<file path="src/rtl/bp_pkg.sv">
// Shared types for the branch-prediction resolve queue: field widths,
// the buffered prediction entry and the controller state encoding.
package bp_pkg;

    localparam int PC_W  = 10;
    localparam int LHT_W = 10;
    localparam int PH_W  = 12;

    // One issued prediction waiting for its outcome
    typedef struct packed {
        logic [PC_W-1:0]  pc;
        logic [LHT_W-1:0] lht;
        logic             lp;
        logic             gp;
        logic             cp;
        logic [PH_W-1:0]  ph;
        logic             pred;
    } bp_entry_t;

    typedef enum logic [1:0] {
        IDLE    = 2'd0,
        ACTIVE  = 2'd1,
        RECOVER = 2'd2
    } rq_state_e;

endpackage

</file>
<file path="src/rtl/bp_entry_fifo.sv">
// In-order storage for in-flight predictions. The head entry is presented
// combinationally; a flush empties the queue in one cycle.
module bp_entry_fifo
    import bp_pkg::*;
#(
    parameter int DEPTH = 4
) (
    input  logic                   i_clk,
    input  logic                   i_rst,
    input  logic                   i_flush,
    input  logic                   i_wr_en,
    input  bp_entry_t              i_wr_data,
    input  logic                   i_rd_en,
    output bp_entry_t              o_rd_data,
    output logic [$clog2(DEPTH):0] o_count
);

    localparam int PTR_W = $clog2(DEPTH);

    bp_entry_t          r_mem [DEPTH];
    logic [PTR_W-1:0]   r_wr_ptr;
    logic [PTR_W-1:0]   r_rd_ptr;
    logic [PTR_W:0]     r_count;

    // Entry storage: payload only, never reset
    always_ff @(posedge i_clk) begin
        if (i_wr_en) begin
            r_mem[r_wr_ptr] <= i_wr_data;
        end
    end

    // Pointers wrap naturally (power-of-2 depth); count separates full from empty
    always_ff @(posedge i_clk) begin
        if (i_rst || i_flush) begin
            r_wr_ptr <= '0;
            r_rd_ptr <= '0;
            r_count  <= '0;
        end else begin
            if (i_wr_en) r_wr_ptr <= r_wr_ptr + PTR_W'(1);
            if (i_rd_en) r_rd_ptr <= r_rd_ptr + PTR_W'(1);
            case ({i_wr_en, i_rd_en})
                2'b10:   r_count <= r_count + (PTR_W+1)'(1);
                2'b01:   r_count <= r_count - (PTR_W+1)'(1);
                default: r_count <= r_count;
            endcase
        end
    end

    assign o_rd_data = r_mem[r_rd_ptr];
    assign o_count   = r_count;

endmodule

</file>
<file path="src/rtl/bp_resolve_queue.sv">
// Holds tournament-predictor predictions until their outcomes resolve in
// order, then emits one registered training packet per resolved branch.
// A mispredict repairs path history and flushes the wrong-path entries.
module bp_resolve_queue
    import bp_pkg::*;
#(
    parameter int DEPTH = 4,
    parameter int CNT_W = 16
) (
    input  logic                   clock,
    input  logic                   reset,
    input  logic                   pred_valid,
    input  logic [PC_W-1:0]        PC,
    input  logic [LHT_W-1:0]       LHTresult,
    input  logic                   LPresult,
    input  logic                   GPresult,
    input  logic                   CPresult,
    input  logic [PH_W-1:0]        PHresult,
    input  logic                   PredictedBranch,
    input  logic                   resolve_valid,
    input  logic                   BranchTaken,
    output logic                   upd_valid,
    output logic [PC_W-1:0]        upd_PC,
    output logic [LHT_W-1:0]       upd_lht,
    output logic [PH_W-1:0]        upd_ph,
    output logic                   upd_taken,
    output logic                   upd_choice_valid,
    output logic                   upd_choice_dir,
    output logic                   mispredict,
    output logic                   ph_repair_valid,
    output logic [PH_W-1:0]        ph_repair,
    output logic                   full,
    output logic                   empty,
    output logic [$clog2(DEPTH):0] count,
    output logic [CNT_W-1:0]       resolve_cnt,
    output logic [CNT_W-1:0]       mispredict_cnt,
    output logic                   overflow_err,
    output logic                   underflow_err
);

    localparam int CW = $clog2(DEPTH) + 1;

    function automatic logic [CNT_W-1:0] sat_inc(input logic [CNT_W-1:0] v);
        return (&v) ? v : v + CNT_W'(1);
    endfunction

    rq_state_e  r_state;
    bp_entry_t  w_head;
    bp_entry_t  w_new;
    logic       w_push_req;
    logic       w_pop;
    logic       w_mis;
    logic       w_push;
    logic       w_unused_cp;

    assign w_new = '{pc: PC, lht: LHTresult, lp: LPresult, gp: GPresult,
                     cp: CPresult, ph: PHresult, pred: PredictedBranch};

    // Pushes are ignored for the single recovery cycle after a mispredict;
    // a mispredicting pop kills any same-cycle push as wrong-path.
    assign w_push_req = pred_valid && (r_state != RECOVER);
    assign w_pop      = resolve_valid && !empty;
    assign w_mis      = w_pop && (w_head.pred != BranchTaken);
    assign w_push     = w_push_req && !w_mis && (!full || w_pop);

    // Choice bit is carried for completeness; training only needs LP/GP
    assign w_unused_cp = w_head.cp;

    bp_entry_fifo #(.DEPTH(DEPTH)) u_fifo (
        .i_clk     (clock),
        .i_rst     (reset),
        .i_flush   (w_mis),
        .i_wr_en   (w_push),
        .i_wr_data (w_new),
        .i_rd_en   (w_pop),
        .o_rd_data (w_head),
        .o_count   (count)
    );

    assign full  = (count == CW'(DEPTH));
    assign empty = (count == '0);

    // Controller: tracks occupancy phase and the one-cycle recovery window
    always_ff @(posedge clock) begin
        if (reset) begin
            r_state <= IDLE;
        end else begin
            case (r_state)
                IDLE:    if (w_push) r_state <= ACTIVE;
                ACTIVE: begin
                    if (w_mis)
                        r_state <= RECOVER;
                    else if (w_pop && !w_push && (count == CW'(1)))
                        r_state <= IDLE;
                end
                RECOVER: r_state <= IDLE;
                default: r_state <= IDLE;
            endcase
        end
    end

    // Training-packet pulses, cleared on reset
    always_ff @(posedge clock) begin
        if (reset) begin
            upd_valid        <= 1'b0;
            upd_choice_valid <= 1'b0;
            mispredict       <= 1'b0;
            ph_repair_valid  <= 1'b0;
        end else begin
            upd_valid        <= w_pop;
            upd_choice_valid <= w_pop && (w_head.lp != w_head.gp);
            mispredict       <= w_mis;
            ph_repair_valid  <= w_mis;
        end
    end

    // Training-packet payload, captured from the head on each pop
    always_ff @(posedge clock) begin
        if (w_pop) begin
            upd_PC         <= w_head.pc;
            upd_lht        <= w_head.lht;
            upd_ph         <= w_head.ph;
            upd_taken      <= BranchTaken;
            upd_choice_dir <= (w_head.gp == BranchTaken);
            ph_repair      <= {w_head.ph[PH_W-2:0], BranchTaken};
        end
    end

    // Saturating statistics and sticky error flags
    always_ff @(posedge clock) begin
        if (reset) begin
            resolve_cnt    <= '0;
            mispredict_cnt <= '0;
            overflow_err   <= 1'b0;
            underflow_err  <= 1'b0;
        end else begin
            if (w_pop) resolve_cnt    <= sat_inc(resolve_cnt);
            if (w_mis) mispredict_cnt <= sat_inc(mispredict_cnt);
            if (w_push_req && full && !w_pop) overflow_err  <= 1'b1;
            if (resolve_valid && empty)       underflow_err <= 1'b1;
        end
    end

endmodule

</file>
<file path="config.mk">
export PLATFORM = sky130hd
export DESIGN_NAME = bp_resolve_queue
export DESIGN_NICKNAME = d
export VERILOG_FILES = /design/src/rtl/bp_pkg.sv /design/src/rtl/bp_entry_fifo.sv /design/src/rtl/bp_resolve_queue.sv
export SDC_FILE = /design/constraint.sdc
export NUM_CORES = 1
export LEC_CHECK = 0
export ABC_AREA = 1
export BUFFER_PORTS_ARGS = -buffer_cell sky130_fd_sc_hd__buf_2
export CORE_MARGIN = 8
export CORE_UTILIZATION = 55
export DETAILED_ROUTE_END_ITERATION = 8
export GPL_TIMING_DRIVEN = 0
export PLACE_DENSITY = 0.74
export SYNTH_ARGS = -nofsm -noshare
export SYNTH_HDL_FRONTEND = slang
export SYNTH_SLANG_ARGS = --single-unit
export TNS_END_PERCENT = 100
</file>
<file path="constraint.sdc">
create_clock -name clock -period 8.45 [get_ports clock]
set_input_delay 0.845 -clock clock [delete_from_list [all_inputs] [get_ports clock]]
set_output_delay 0.845 -clock clock [all_outputs]
set_load 0.005 [all_outputs]
</file>
# Yosys cells after proc, flatten, opt, wreduce, memory -nomap -nowiden

Memories as Yosys holds them, arrays and structs flattened. A register that Yosys moved wholly into a read port is not among the register bits.
Cells that the tools add are included.
Widths: inputs -> output; s select.

Logic and storage cells: 72
Register bits: 92
Input bits: 41
Memories kept: 1
Output and inout port bits: 89
Bits in writable memories: 144

Add/sub/neg operators: 6
Eq/ne operators: 11
Muxes and demuxes: 9
Reduce and logical (&&, ||, !) cells: 26
Bitwise gates (word level): 2

Memories:

| name         | words | bits a word | read ports | clocked after Yosys merged registers in | wr ports | RTL line            | text |
|---|---|---|---|---|---|---|---|
| u_fifo.r_mem | 4     | 36          | 1          | 1                                       | 1        | bp_entry_fifo.sv:20 | `bp_entry_t r_mem [DEPTH];` |

Operator list:

| operator              | number |
|---|---|
| $add 16x1->16 const B | 2 |
| $reduce_and 16->1     | 2 |
| $logic_and 1x1->1     | 11 |
| $mux 2                | 5 |
| $pmux 3 s2            | 1 |
| $reduce_and 2->1      | 3 |
| $logic_not 1->1       | 5 |
| $add 2x1->2 const B   | 2 |
| $eq 2x1->1 const B    | 2 |
| $pmux 2 s2            | 1 |
| $add 3x1->3 const B   | 1 |
| $eq 3x1->1 const B    | 1 |
| $eq 3x3->1 const B    | 1 |
| $logic_not 3->1       | 1 |
| $ne 3x2->1 const B    | 1 |
| $sub 3x1->3 const B   | 1 |
| $eq 2x2->1 const B    | 1 |
| $logic_not 2->1       | 1 |
| $logic_or 1x1->1      | 2 |
| $mux 1                | 2 |
| $ne 1x1->1            | 2 |
| $ne 2x1->1 const B    | 1 |
| $ne 2x2->1 const B    | 1 |
| $not 1->1             | 2 |
| other kinds (2)       | 2 |

# Depth between registers and ports, before layout

Word-level depth: 13
Depth in mapped cells: 13
Gate-level depth less buffers: 13

# Modules after synthesis

Synthesis repeated with hierarchy kept, for this count alone.

Cells, all modules: 795
Area total of the unflattened synthesis: 9121.2 µm²

By module, submodules not included:

| module           | times used | area each (µm²) | sequential area each (µm²) | cells each |
|---|---|---|---|---|
| bp_entry_fifo    | 1          | 5801.8          | 4504.3                     | 404 |
| bp_resolve_queue | 1          | 3319.4          | 1801.7                     | 391 |

# Least setup slack after synthesis

Ideal clock, no wire load.

Kind: in2reg
Start point: in resolve_valid
End point: mem u_fifo.r_mem[0][0] in the netlist's numbering (enable)
Data required time: 8.023 ns
Cell stages on the path: 7
Path buffers: 0
Path slack: 4.829 ns
Setup time: 0.427 ns
Data arrival time: 3.194 ns
Cells stage by stage: inv_1 > nor2_4 > nand3_4 > nand2_2 > a21oi_2 > inv_1 > nor2_1

Longest elaborated chain between the ends: 7
Elaborated cells on any way between the ends: 8
Those cells by class: 2 x mux; 6 x reduce/logical

Ends and longest elaborated chain:

| item                           | RTL line               | text |
|---|---|---|
| start: declaration             | bp_resolve_queue.sv:20 | `input logic resolve_valid,` |
| $logic_and 1x1->1 *            | bp_resolve_queue.sv:62 | `assign w_pop = resolve_valid && !empty;` |
| net u_fifo.i_rd_en             | bp_entry_fifo.sv:13    | `input logic i_rd_en,` |
| $logic_and 1x1->1              | bp_resolve_queue.sv:63 | `assign w_mis = w_pop && (w_head.pred != BranchTaken);` |
| $logic_not 1->1                | bp_resolve_queue.sv:64 | `assign w_push = w_push_req && !w_mis && (!full \|\| w_pop);` |
| $logic_and 1x1->1              | bp_resolve_queue.sv:64 |  |
| $logic_and 1x1->1 *            | bp_resolve_queue.sv:64 |  |
| $mux 1 *                       | bp_entry_fifo.sv:27    | `if (i_wr_en) begin` |
| $mux 1 (not written as such) * | bp_entry_fifo.sv:28    | `r_mem[r_wr_ptr] <= i_wr_data;` |
| end: declaration               | bp_entry_fifo.sv:20    |  |

Mark *: on every way through the listed nets, which the timed path passes. The rest lies on a longest branch.

# Final worst setup path

Start point: reg u_fifo.r_count[0] (netlist: u_fifo.o_count[0])
End point: mem u_fifo.r_mem[3][25] in the netlist's numbering (enable)

Longest elaborated chain between the ends: 9
Elaborated cells on any way between the ends: 12
Those cells by class: 1 x eq/ne; 2 x mux; 9 x reduce/logical

Ends and longest elaborated chain:

| item                           | RTL line               | text |
|---|---|---|
| start: declaration             | bp_entry_fifo.sv:23    | `logic [PTR_W:0] r_count;` |
| start signal: assignment       | bp_entry_fifo.sv:42    | `2'b10: r_count <= r_count + (PTR_W+1)'(1);` |
| start signal: assignment       | bp_entry_fifo.sv:43    | `2'b01: r_count <= r_count - (PTR_W+1)'(1);` |
| start signal: assignment       | bp_entry_fifo.sv:44    | `default: r_count <= r_count;` |
| $logic_not 3->1 *              | bp_resolve_queue.sv:81 | `assign empty = (count == '0);` |
| $logic_not 1->1 *              | bp_resolve_queue.sv:62 |  |
| $logic_and 1x1->1 *            | bp_resolve_queue.sv:62 |  |
| net u_fifo.i_rd_en             | bp_entry_fifo.sv:13    |  |
| $logic_and 1x1->1              | bp_resolve_queue.sv:63 |  |
| $logic_not 1->1                | bp_resolve_queue.sv:64 |  |
| $logic_and 1x1->1              | bp_resolve_queue.sv:64 |  |
| $logic_and 1x1->1 *            | bp_resolve_queue.sv:64 |  |
| $mux 1 *                       | bp_entry_fifo.sv:27    |  |
| $mux 1 (not written as such) * | bp_entry_fifo.sv:28    |  |

Marks and branches as above.

==> impl_summary.log <==
[metrics] fraction of power consumed by the clock network: 0.322
[metrics] io pins: 130
[metrics] global-route usage over all layers: 0.1896
[metrics] area occupied by registers: 6186 um2
[metrics] Layout Area Growth over Synthesis: 20.66%
[metrics] pin count of the biggest net entering global routing: 43
[metrics] number of clock sinks: 222
[metrics] top post-synthesis cells by area: edfxtp_1 (59%), dfxtp_1 (11%), nor2_1 (4.7%)
[metrics] post-synthesis instance area: 8816 um2
[metrics] share of layout cells above drive strength 1: 0.2245
[metrics] number of flops mapped to enable cells by yosys: 174
[metrics] switching part of the total power: 0.2902
[metrics] Commonest cells post-synth: edfxtp_1 (174), nor2_1 (110), nand2_1 (90)
[metrics] clock skew after layout: 0.02226 ns
[metrics] crit path cell chain: inv_1 > ha_1 > inv_1 > nor2_2 > nor2_4 > buf_12 > nand3_4 > nand2_2 > a21oi_2 > inv_1 > nor2_4 > buf_16
[metrics] total gr overflow: 0
[metrics] Worst path slowest cell: nor2_4
[metrics] grt met2 use: 0.3252
[metrics] Chip Height: 142.6 um
[metrics] worst hold start: underflow_err$_SDFFE_PP0P_
[metrics] unrepaired setup endpoints after global routing: false
[metrics] worst IR drop on VDD: 0.0002094 V
[metrics] proportion of power drawn by combinational gates: 0.221
[metrics] number of buffers inserted by port buffering: 128
[metrics] Die W: 142.6 um
[metrics] number of buffers inserted by hold repair at cts: 0
[metrics] Core Region: 15,770 um2
[metrics] synthesized area per cell: 11.80 um2
[metrics] detailed-route via count: 6,039
[metrics] DR iter-0 viols: 385
[metrics] shortest clock period the worst path allows after layout: 3.055 ns
[metrics] Mapped Cells: 747
[metrics] most frequently used flop master after synthesis: edfxtp_1
[metrics] CTS HTree Levels: 1
[metrics] outcome: complete, no violations
[metrics] count of TritonRoute iterations in the first routing pass: 5
[metrics] clock transition at the registers of the reported paths: 0.06 ns
[metrics] via density per instance: 5.307
[metrics] total net switching power: 0.9141 mW
[metrics] Peak Freq: 327.3 MHz
[metrics] endpoint of the worst register-to-register path: u_fifo.r_mem[3][25]$_DFFE_PP_
[metrics] Syn Nets: 798
[metrics] final number of setup-violating endpoints: 0
[metrics] Worst EP arrival: 3.28 ns
[metrics] WP buf/inv: 5
[metrics] DRC Markers: 0
[metrics] area used by multi-input combinational logic: 2215 um2
[metrics] cell family with the largest share of critical-path delay: simple AND/OR/NAND/NOR gates
[metrics] worst slew pin tran: 0.6906 ns
[metrics] FFs w/ async S/R, synth: 0
[metrics] weighted congestion at the end of routability-driven global placement: 0.8635
[metrics] global-route wire length before repair: 30,450 um
[metrics] grt met1 use: 0.2365
[metrics] setup slack on the worst flop-to-flop path: 5.39 ns
[metrics] final antenna diode count: 0
[metrics] Final HPWL DP: 12,470 um
[metrics] number of register bits inferred by synthesis: 222
[metrics] Relative slew margins: 0.5385
[metrics] largest buffer count on any clock path: 3
[metrics] Syn. warnings: 0
[metrics] total CTS buffers: 23
[metrics] fraction of met3 tracks used by global routing: 0.04126
[metrics] final-layout setup total negative slack: 0 ns
[metrics] hold path depth: 2
[metrics] critical path start-end classification: flop to flop
[metrics] average wire per cell in the routed design: 16.94 um
[metrics] endpoint required time on the critical path: 8.67 ns
[metrics] final number of max-transition violations: 0
[metrics] number of routed nets with antenna violations: 0
[metrics] unique cell type count in the Yosys netlist: 39
[metrics] nature of the critical path endpoint: flop
[metrics] R2R cell count: 12
[metrics] part of the cycle the worst path needs: 0.3616
[metrics] Crit path largest cell delay: 0.59 ns
[metrics] area fraction of the dominant cell type after synthesis: 0.5927
[metrics] Final Hold Violating Endpoints: 0
[metrics] source-to-sink clock delay at the later pin of the worst-skew pair: 0.52 ns
[metrics] Post CTS Setup Buffer Count: 0
[metrics] drt total wl: 19,280 um
[metrics] largest fanout on the critical path: 28
[metrics] Internal Power: 2.236 mW
[metrics] final cell area excluding filler cells: 10,640 um2
[metrics] number of global-route vias before repair: 5,929
[metrics] Flop pwr share: 0.458
[metrics] cell repeated most along the worst path: inv_1
[metrics] # nets final: 956
[metrics] Static Leakage: 4.003 nW
[metrics] library cell with the highest instance count after synthesis: edfxtp_1
[metrics] cell type contributing the most total cell area after synthesis: edfxtp_1
[metrics] number of antenna violations at the first check in global routing: 1
[metrics] Power per Cell Area: 296.1 nW/um2
[metrics] post-cts gate resize count: 0
[metrics] Min-Delay Path Class: flop to flop
[metrics] GRT Max-Usage Layer: met2
[metrics] kind of launch point of the worst setup path: flop
[metrics] Worst Hold Endpoint: underflow_err$_SDFFE_PP0P_
[metrics] die area: 20,340 um2
[metrics] effective utilization at floorplan: 0.5590
[metrics] sequential area share after synthesis: 0.7017
[metrics] area after detailed placement: 9852 um2
[metrics] CTS tree: built
[metrics] Reg2Reg Launch Point: u_fifo.o_count[0]$_SDFFE_PP0P_
[metrics] clock root buffer: clkbuf_16
[metrics] max cap viols: 0
[metrics] count of fill cells added during filler insertion: 1,196
[metrics] number of rows created at floorplan: 46
-- power groups by stage --
stage	Combinational [mW]	Sequential (mW)	Clock, mW
after global placement	0.656	1.47	0
after CTS	0.695	1.44	1.03
final	0.695	1.44	1.01
after global routing	0.777	1.46	1.08
after detailed placement	0.690	1.46	0
after floorplan	0.400	1.47	0
-- state kept, by name (all words and copies together) (netlist names), 2 cells and up, named ones only --
signal and count:
u_fifo.o_count 3, upd_lht 10, resolve_cnt 16, u_fifo.r_mem 140, u_fifo.r_rd_ptr 2, upd_ph 12
r_state 2, mispredict_cnt 16, u_fifo.r_wr_ptr 2, upd_PC 10
-- worst max path at each step --
stage          slack (ns)                             to  cells after the start                      startpoint
5_1_grt              5.16  u_fifo.r_mem[3][25]$_DFFE_PP_                     12  u_fifo.o_count[0]$_SDFFE_PP0P_
4_1_cts              4.95  u_fifo.r_mem[3][25]$_DFFE_PP_                     11  u_fifo.o_count[0]$_SDFFE_PP0P_
6_report             5.39  u_fifo.r_mem[3][25]$_DFFE_PP_                     12  u_fifo.o_count[0]$_SDFFE_PP0P_
3_3_place_gp         3.22  u_fifo.r_mem[0][32]$_DFFE_PP_                      8                   resolve_valid
3_5_place_dp         4.75  u_fifo.r_mem[3][28]$_DFFE_PP_                      9                   resolve_valid
2_1_floorplan        4.83   u_fifo.r_mem[0][0]$_DFFE_PP_                      7                   resolve_valid
-- stage by stage --
step | instances | total power, mW | setup WS, ns | hold slack, ns | utilization
2_1_floorplan | 747 | 1.866 | 4.829 | 0.4404 | -
6_report | 1138 | 3.150 | 5.395 | 0.4523 | 0.6745
3_5_place_dp | 1095 | 2.154 | 4.755 | 0.4454 | 0.6247
4_1_cts | 1137 | 3.172 | 4.952 | 0.4548 | 0.6733
3_3_place_gp | 1091 | 2.124 | 3.220 | 0.4359 | 0.6168
5_1_grt | 1138 | 3.308 | 5.162 | 0.4871 | 0.6745
-- worst reg2reg max path, stage by stage (launching register included) --
cell     delay [ns]
dfxtp_1        0.35
inv_1          0.12
ha_1           0.18
inv_1          0.05
nor2_2         0.16
nor2_4         0.14
buf_12         0.21
nand3_4        0.17
nand2_2        0.11
a21oi_2        0.21
inv_1          0.22
nor2_4         0.59
buf_16         0.25
-- cells by family after synthesis --
kind of cell    after synthesis  share of synthesized area
flops                       222                     0.7017
simple gates                253                     0.1229
fa+ha+maj                    10                    0.01419
xor+xnor                     15                    0.01490
buf+inv                      95                    0.05052
compound gates              152                    0.09580
-- per-layer routing --
| metal | part of all wire | wire, um |
|---|---|---|
| met1 | 0.42 | 8055 |
| met3 | 0.076 | 1456 |
| met4 | 0.018 | 354 |
| met5 | 0.00052 | 10 |
| met2 | 0.49 | 9398 |
-- cell usage in the layout (no fill, tap or decap), types with 5 or more instances in the layout --
cell type,synthesis,final
nand4_1,5,5
xor2_1,11,11
edfxtp_1,174,174
nand3_1,22,22
nor2_4,1,5
clkinv_1,0,5
a21oi_1,29,29
nor2_1,110,106
buf_4,14,14
nor3b_1,5,5
clkbuf_16,0,23
nand2_1,90,90
o21ai_0,79,79
clkbuf_1,22,25
buf_2,1,129
inv_1,51,51
ha_1,10,10
o22ai_1,33,33
nor3_1,6,6
dfxtp_1,48,48
-- layout make-up --
type                       instances  area share
tap                              216     0.02541
sequential                       222      0.5815
multi-input combinational        430      0.2082
clock buffer                      27     0.05646
clock inverter                    15     0.01553
buffer                            41     0.02211
inverter                          54     0.01976
timing repair buffer             133     0.07104
(Power assumes the default switching activity.)
